**src/rtl/stopwatch_ctrl.sv**
```systemverilog
// Stopwatch control core: 100 Hz time base, start/stop/lap/clear FSM,
// BCD mm:ss.cc live count and lap snapshot feeding the SSD multiplexer.
module stopwatch_ctrl #(
   parameter int TICK_DIV = 1000000
) (
   input  logic        clk,
   input  logic        rst_n,
   input  logic        start_stop,
   input  logic        lap,
   input  logic        clear,
   output logic [23:0] disp_bcd,
   output logic [1:0]  state,
   output logic        running,
   output logic        wrap
);

   localparam int PW = $clog2(TICK_DIV);
   localparam logic [PW-1:0] PRE_MAX = PW'(TICK_DIV - 1);

   typedef enum logic [1:0] {
      IDLE  = 2'd0,
      RUN   = 2'd1,
      PAUSE = 2'd2,
      LAP   = 2'd3
   } st_t;

   st_t           cur;
   st_t           nxt;
   logic [PW-1:0] pre;
   logic [23:0]   live;
   logic [23:0]   snap;
   logic [23:0]   live_inc;
   logic          roll;
   logic          active;
   logic          adv;
   logic          tick;
   logic          cap;

   // Command edges never advance time; lap only captures while counting.
   assign active = (cur == RUN) || (cur == LAP);
   assign adv    = active && !start_stop && !clear;
   assign tick   = adv && (pre == PRE_MAX);
   assign cap    = active && lap && !start_stop && !clear;

   // BCD cascade: cs 00-99, s 00-59, m 00-99, roll at 99:59.99.
   always_comb begin
      live_inc = live;
      roll     = 1'b0;
      if (live[3:0] != 4'd9) begin
         live_inc[3:0] = live[3:0] + 4'd1;
      end else begin
         live_inc[3:0] = 4'd0;
         if (live[7:4] != 4'd9) begin
            live_inc[7:4] = live[7:4] + 4'd1;
         end else begin
            live_inc[7:4] = 4'd0;
            if (live[11:8] != 4'd9) begin
               live_inc[11:8] = live[11:8] + 4'd1;
            end else begin
               live_inc[11:8] = 4'd0;
               if (live[15:12] != 4'd5) begin
                  live_inc[15:12] = live[15:12] + 4'd1;
               end else begin
                  live_inc[15:12] = 4'd0;
                  if (live[19:16] != 4'd9) begin
                     live_inc[19:16] = live[19:16] + 4'd1;
                  end else begin
                     live_inc[19:16] = 4'd0;
                     if (live[23:20] != 4'd9) begin
                        live_inc[23:20] = live[23:20] + 4'd1;
                     end else begin
                        live_inc[23:20] = 4'd0;
                        roll            = 1'b1;
                     end
                  end
               end
            end
         end
      end
   end

   // FSM state register.
   always_ff @(posedge clk or negedge rst_n) begin
      if (!rst_n) begin
         cur <= IDLE;
      end else begin
         cur <= nxt;
      end
   end

   // Next state: clear beats start_stop beats lap.
   always_comb begin
      nxt = cur;
      if (clear) begin
         nxt = IDLE;
      end else if (start_stop) begin
         unique case (cur)
            IDLE, PAUSE: nxt = RUN;
            RUN, LAP:    nxt = PAUSE;
            default:     nxt = cur;
         endcase
      end else if (lap && active) begin
         nxt = LAP;
      end
   end

   // Outputs decoded from registers only.
   always_comb begin
      state    = cur;
      running  = active;
      disp_bcd = (cur == LAP) ? snap : live;
   end

   // Prescaler, live count, lap snapshot and wrap pulse.
   always_ff @(posedge clk or negedge rst_n) begin
      if (!rst_n) begin
         pre  <= '0;
         live <= '0;
         snap <= '0;
         wrap <= 1'b0;
      end else if (clear) begin
         pre  <= '0;
         live <= '0;
         snap <= '0;
         wrap <= 1'b0;
      end else begin
         wrap <= 1'b0;
         if (tick) begin
            pre  <= '0;
            live <= live_inc;
            wrap <= roll;
         end else if (adv) begin
            pre <= pre + 1'b1;
         end
         if (cap) begin
            snap <= live;
         end
      end
   end

endmodule
```
**config.mk**
```make
export PLATFORM = sky130hd
export DESIGN_NAME = stopwatch_ctrl
export DESIGN_NICKNAME = d
export VERILOG_FILES = /design/src/rtl/stopwatch_ctrl.sv
export SDC_FILE = /design/constraint.sdc
export NUM_CORES = 1
export LEC_CHECK = 0
export ABC_AREA = 1
export BUFFER_PORTS_ARGS = -buffer_cell sky130_fd_sc_hd__buf_2
export CAP_MARGIN = 0
export CORE_MARGIN = 3
export CORE_UTILIZATION = 45
export CTS_CLUSTER_SIZE = 25
export DETAILED_ROUTE_END_ITERATION = 16
export PLACE_DENSITY_LB_ADDON = 0.3
export SLEW_MARGIN = 5
export SYNTH_ARGS = -nofsm -noshare
export SYNTH_HDL_FRONTEND = slang
export SYNTH_SLANG_ARGS = --single-unit
```
**constraint.sdc**
```tcl
create_clock -name clk -period 3.55 [get_ports clk]
set_input_delay 0.1775 -clock clk [delete_from_list [all_inputs] [get_ports clk]]
set_output_delay 0.1775 -clock clk [all_outputs]
set_load 0.01 [all_outputs]
```
### Word-level counts from Yosys, hierarchy flattened

Cells that the tools add are included.

* $add $sub $neg: 7
* equal/unequal tests: 15
* reductions and logical operators: 21
* muxes and demuxes: 31

Operator list (number)
* 24-bit 2-to-1 mux: 5
* 20-bit 2-to-1 mux: 4
* 4-bit 2-to-1 mux: 7
* 4-bit by 1-bit adder with 4-bit output (second input constant): 6
* 20-bit by 1-bit adder with 20-bit output (second input constant): 1
* 20-bit equality test (second input constant): 1
* 4-bit != test (second input constant): 5
* 16-bit 2-to-1 mux: 1
* 12-bit 2-to-1 mux: 1
* 2-bit != test (second input constant): 5
* 1-bit 2-to-1 mux: 8
* 8-bit 2-to-1 mux: 1
* 1-bit logical AND: 6
* 2-bit 2-to-1 mux: 3
* 6-bit AND reduction: 1
* 3-bit nonzero test: 2
* 5-bit AND reduction: 1
* 2-bit equality test (second input constant): 2
* 4-bit by 3-bit != test with 1-bit output (second input constant): 1
* 2-bit one-hot mux with 2 select lines: 1
* 4-bit AND reduction: 1
* 2-bit nonzero test: 2
* 2-bit OR reduction: 2
* 3-bit AND reduction: 1
* 5 further kinds: 6

* logic and storage cells: 84
* output and inout port bits: 28
* input bits: 5
* flip-flop bits (word level): 71

### Logic depth before layout (Yosys ltp)

* word-level depth: 9
* gate-level depth with buffers: 10
* depth with buffers taken out: 9

### Worst setup path before layout

No wires, ideal clock.

* path type: reg2reg
* start: register live[1]
* end: register live[3]
* cell stages (with the launch flop): 11
* buffers on the path: 1
* setup time: 0.127 ns
* arrival time: 1.348 ns
* data required time: 3.423 ns
* period minus slack after synthesis: 1.474 ns
* path slack: 2.076 ns
* cell sequence: dfrtp_1 inv_1 ha_1 nand2_1 nor2_1 nor2_2 inv_2 buf_2 nor2_1 nand3_1 o21ai_0

* longest elaborated chain between the ends: 4
* elaborated cells on any way between the ends: 5
* classes of those cells: add/sub (1); eq/ne (1); mux (3)

RTL lines
* start, declared: RTL line 30 `logic [23:0] live;`
* start signal, assigned: RTL line 130 `live <= live_inc;`
* 4-bit by 1-bit adder with 4-bit output / 4-bit != test (equally long branches): RTL line 50, 49
* 4-bit 2-to-1 mux (*): RTL line 49 `if (live[3:0] != 4'd9) begin`
* 24-bit 2-to-1 mux (*): RTL line 128 `if (tick) begin`
* 24-bit 2-to-1 mux (*): RTL line 121 `end else if (clear) begin`

Every way passes the cells marked *; elsewhere a longest branch is shown, timed or not. The select of a mux whose other input is x is not followed.
A chain may end at the register's enable or synchronous reset.

### Worst setup path in the final report

* start: register cur[0], in the netlist state[0]
* end: register pre[12]

* longest elaborated chain between the ends: 7
* elaborated cells on any way between the ends: 9
* classes of those cells: eq/ne (2); mux (2); reduce/logical (5)

RTL lines
* start, declared: RTL line 27 `st_t cur;`
* start signal, assigned: RTL line 87 `cur <= nxt;`
* 2-bit by 1-bit equality test with 1-bit output / 2-bit equality test (equally long branches): RTL line 40 `assign active = (cur == RUN) || (cur == LAP);`
* 1-bit logical OR (*): RTL line 40
* 1-bit logical AND (*) (2 in a row): RTL line 41 `assign adv = active && !start_stop && !clear;`
* 1-bit logical AND: RTL line 42 `assign tick = adv && (pre == PRE_MAX);`
* 20-bit 2-to-1 mux: RTL line 128
* 20-bit 2-to-1 mux: RTL line 121
* end signal, assigned: RTL line 133 `pre <= pre + 1'b1;`
* end, declared: RTL line 29 `logic [PW-1:0] pre;`

Every way passes the cells marked *; elsewhere a longest branch is shown, timed or not.

==> impl_metrics.csv <==
group,metric,value,unit
run_status,outcome,"completed",
clock_tree,cts.path.max_buffers,2,
placement,port_buffers,32,
cells_and_area,mostFrequentLayoutCells,"nand2_1 (124), dfrtp_1 (71), inv_1 (58)",
cells_and_area,drive_above_1_share,16.13,%
clock_tree,clkTransAtPathRegs,0.08,ns
clock_tree,cts.sinks,71,
routing,drc,0,
cells_and_area,fin_util,51.05,%
timing,max_clock_freq,507.5,MHz
floorplan,die_w,101.5,um
routing,vias,3477,
floorplan,fp.dieArea,0.01030,sq mm
clock_tree,ctsHoldBuffers,0,
timing,setup_violations,0,
global_route,grt_max_degree,72,
timing,maxSlewHeadroom,38.43,%
routing,drt-wirelength-per-cell,13.88,um
floorplan,placementRows,34,
placement,place_hpwl,6.299,mm
cells_and_area,area_growth,9.543,%
pwr,power.density,398.1,mW/mm^2
routing,via_per_inst,5.221,
critical_path,critPathSlowestCell,"nor2_1",
critical_path,worstPathCellList,"inv_2 > nor2_4 > nor2_1 > inv_2 > nand3_1 > xor2_1 > nor2_1",
yosys,syn_inst,526,
global_route,overflow,0,
clock_tree,postCtsSetupRepairBufs,0,
yosys,postSynth.asyncResetShare,100.0,%
timing,tightest_slew,0.9234,ns
global_route,grt_use_total,19.53,%
critical_path,cp-end-kind,"flop",
clock_tree,cts_buffers,9,
yosys,synthDistinctLibCells,35,
critical_path,slowest_delay,0.66,ns
floorplan,start_util,46.60,%
routing,wirelength,9.241,mm
cells_and_area,num_antenna_cells,0,
global_route,antenna_found_initial,0,
floorplan,core_area,0.008806,sq mm
clock_tree,cts_resized,0,
critical_path,arrival,2.20,ns
pwr,p_leak,2.086,nW
routing,ant_nets,0,
timing,finClkSkew,0.009386,ns
routing,first_pass_iters,4,
critical_path,crit_fanout,13,
timing,period_minus_slack,1.970,ns
timing,drv_slew,0,
critical_path,criticalPathCategory,"reg -> reg",
global_route,grt_pass1_wl,16.12,mm
yosys,ys_seq_area_share,43.29,%
critical_path,required,3.77,ns
yosys,synth_top_area_share,43.29,%
yosys,ys.flop_type,"dfrtp_1",
clock_tree,cts-root-buf,"clkbuf_8",
pwr,vdd_drop_max,0.0001659,V
clock_tree,htreeDepth,3,
yosys,yosys_warnings,0,
clock_tree,clk-insertion-delay-late,0.35,ns
yosys,syn_area_per_cell,7.802,sq um
timing,setup_tns,0,ns
timing,finalCritPeriodShare,55.50,%
yosys,synth_area_leaders,"dfrtp_1 (43%), nand2_1 (11%), o21ai_0 (6.2%), inv_1 (5.3%), nand3_1 (4.9%)",
floorplan,die_h,101.5,um
placement,gp_congestion,0.8492,
hold_path,hp-class,"in -> async",
cells_and_area,final_common_cell,"nand2_1",
yosys,synth_largest_area_cell,"dfrtp_1",
yosys,synth_nets,544,
critical_path,start_kind,"flop",
timing,rsz0062_at_grt,"no",
floorplan,ios,33,
yosys,ys_ff_latch,71,
yosys,synth-edff-count,0,
timing,final-hold-violation-count,0,
global_route,grt_pass1_vias,3437,
yosys,netlist_area,0.004104,sq mm
clock_tree,cts_tree,"yes",
cells_and_area,fin_nets,571,
job,maxCapViolations,0,
routing,drt_iter0_drc,151,
-- per-stage QoR --
stage	instances	power (mW)	hold WS [ns]	area [sq um]	setup slack [ns]
floorplan	526	1.075	-0.1181	4104	2.076
global placement	650	1.157	0.4514	4305	1.695
detailed placement	650	1.164	0.4505	4305	1.629
CTS	666	1.809	0.07198	4496	1.622
global route	666	1.883	0.09434	4496	1.384
finish	666	1.790	0.03108	4496	1.580
-- layer usage --
layer  global-route usage [%]  vias up  share of wire, %
li1                         -     1742                 -
met1                    25.31     1666                47
met2                    32.34       52                48
met3                    4.132       17               2.5
met4                    6.953        0               1.9
met5                        0        -                 0
-- cell usage after synthesis, types with 8 or more instances --
cell / n
nor2_2: 8
dfrtp_1: 71
nand4_1: 11
o21ai_0: 51
nor2_1: 47
ha_1: 13
o22ai_1: 8
xor2_1: 15
o21ai_2: 8
inv_1: 58
nand3_1: 40
nand2_1: 124
-- layout make-up --
cell class / count / area, sq um
Sequential cell: 71 / 1777
Inverter: 65 / 244.0
Clock buffer: 12 / 145.1
Fill cell: 863 / 4310
Tap cell: 108 / 135.1
Clock inverter: 4 / 45.04
Timing Repair Buffer: 34 / 175.2
Multi-Input combinational cell: 372 / 1974
-- cell families (layout without fill, tap and decap cells) --
kind of cell,Yosys count,count (layout),share of synthesized area [%]
AO/OA/AOI/OAI,79,79,10.85
XOR/XNOR,20,20,4.268
adder cells (fa/ha/maj),13,13,3.964
buffers and inverters,83,115,8.597
flip-flops,71,71,43.29
AND/OR/NAND/NOR,260,260,29.02
-- power by group --
| part | switching (mW) | leakage (nW) | internal, mW |
|---|---|---|---|
| Combinational | 0.155 | 1.01 | 0.0912 |
| Clock | 0.302 | 0.100 | 0.341 |
| Sequential | 0.0573 | 0.979 | 0.843 |
-- sequential cells by signal (all words and copies together) (netlist names) --
signal and flops:
state 2, snap 24, pre 20, wrap 1, live 24
-- worst max-delay path, delay by kind of cell, from the launching register on --
kind	cells	cell delay, ns
xor gates and xnor gates	1	0.17
buffers and inverters	2	0.32
and+or+nand+nor	4	0.95
DFF	1	0.42
-- path summary, 6_finish.rpt --
kind | start | end | slack (ns) | cells past startpoint
max | state[0]$_DFFE_PN0P_ | pre[12]$_DFFE_PN0P_ | 1.58 | 7
min | rst_n | pre[15]$_DFFE_PN0P_ | 0.03 | 2
max reg2reg | state[0]$_DFFE_PN0P_ | pre[12]$_DFFE_PN0P_ | 1.58 | 7
min reg2reg | pre[1]$_DFFE_PN0P_ | pre[1]$_DFFE_PN0P_ | 0.52 | 2
max in group asynchronous | rst_n | snap[20]$_DFFE_PN0P_ | 2.92 | 2
min in group clk | start_stop | state[0]$_DFFE_PN0P_ | 0.15 | 3
No activity file was read; power rests on OpenSTA's default activity.
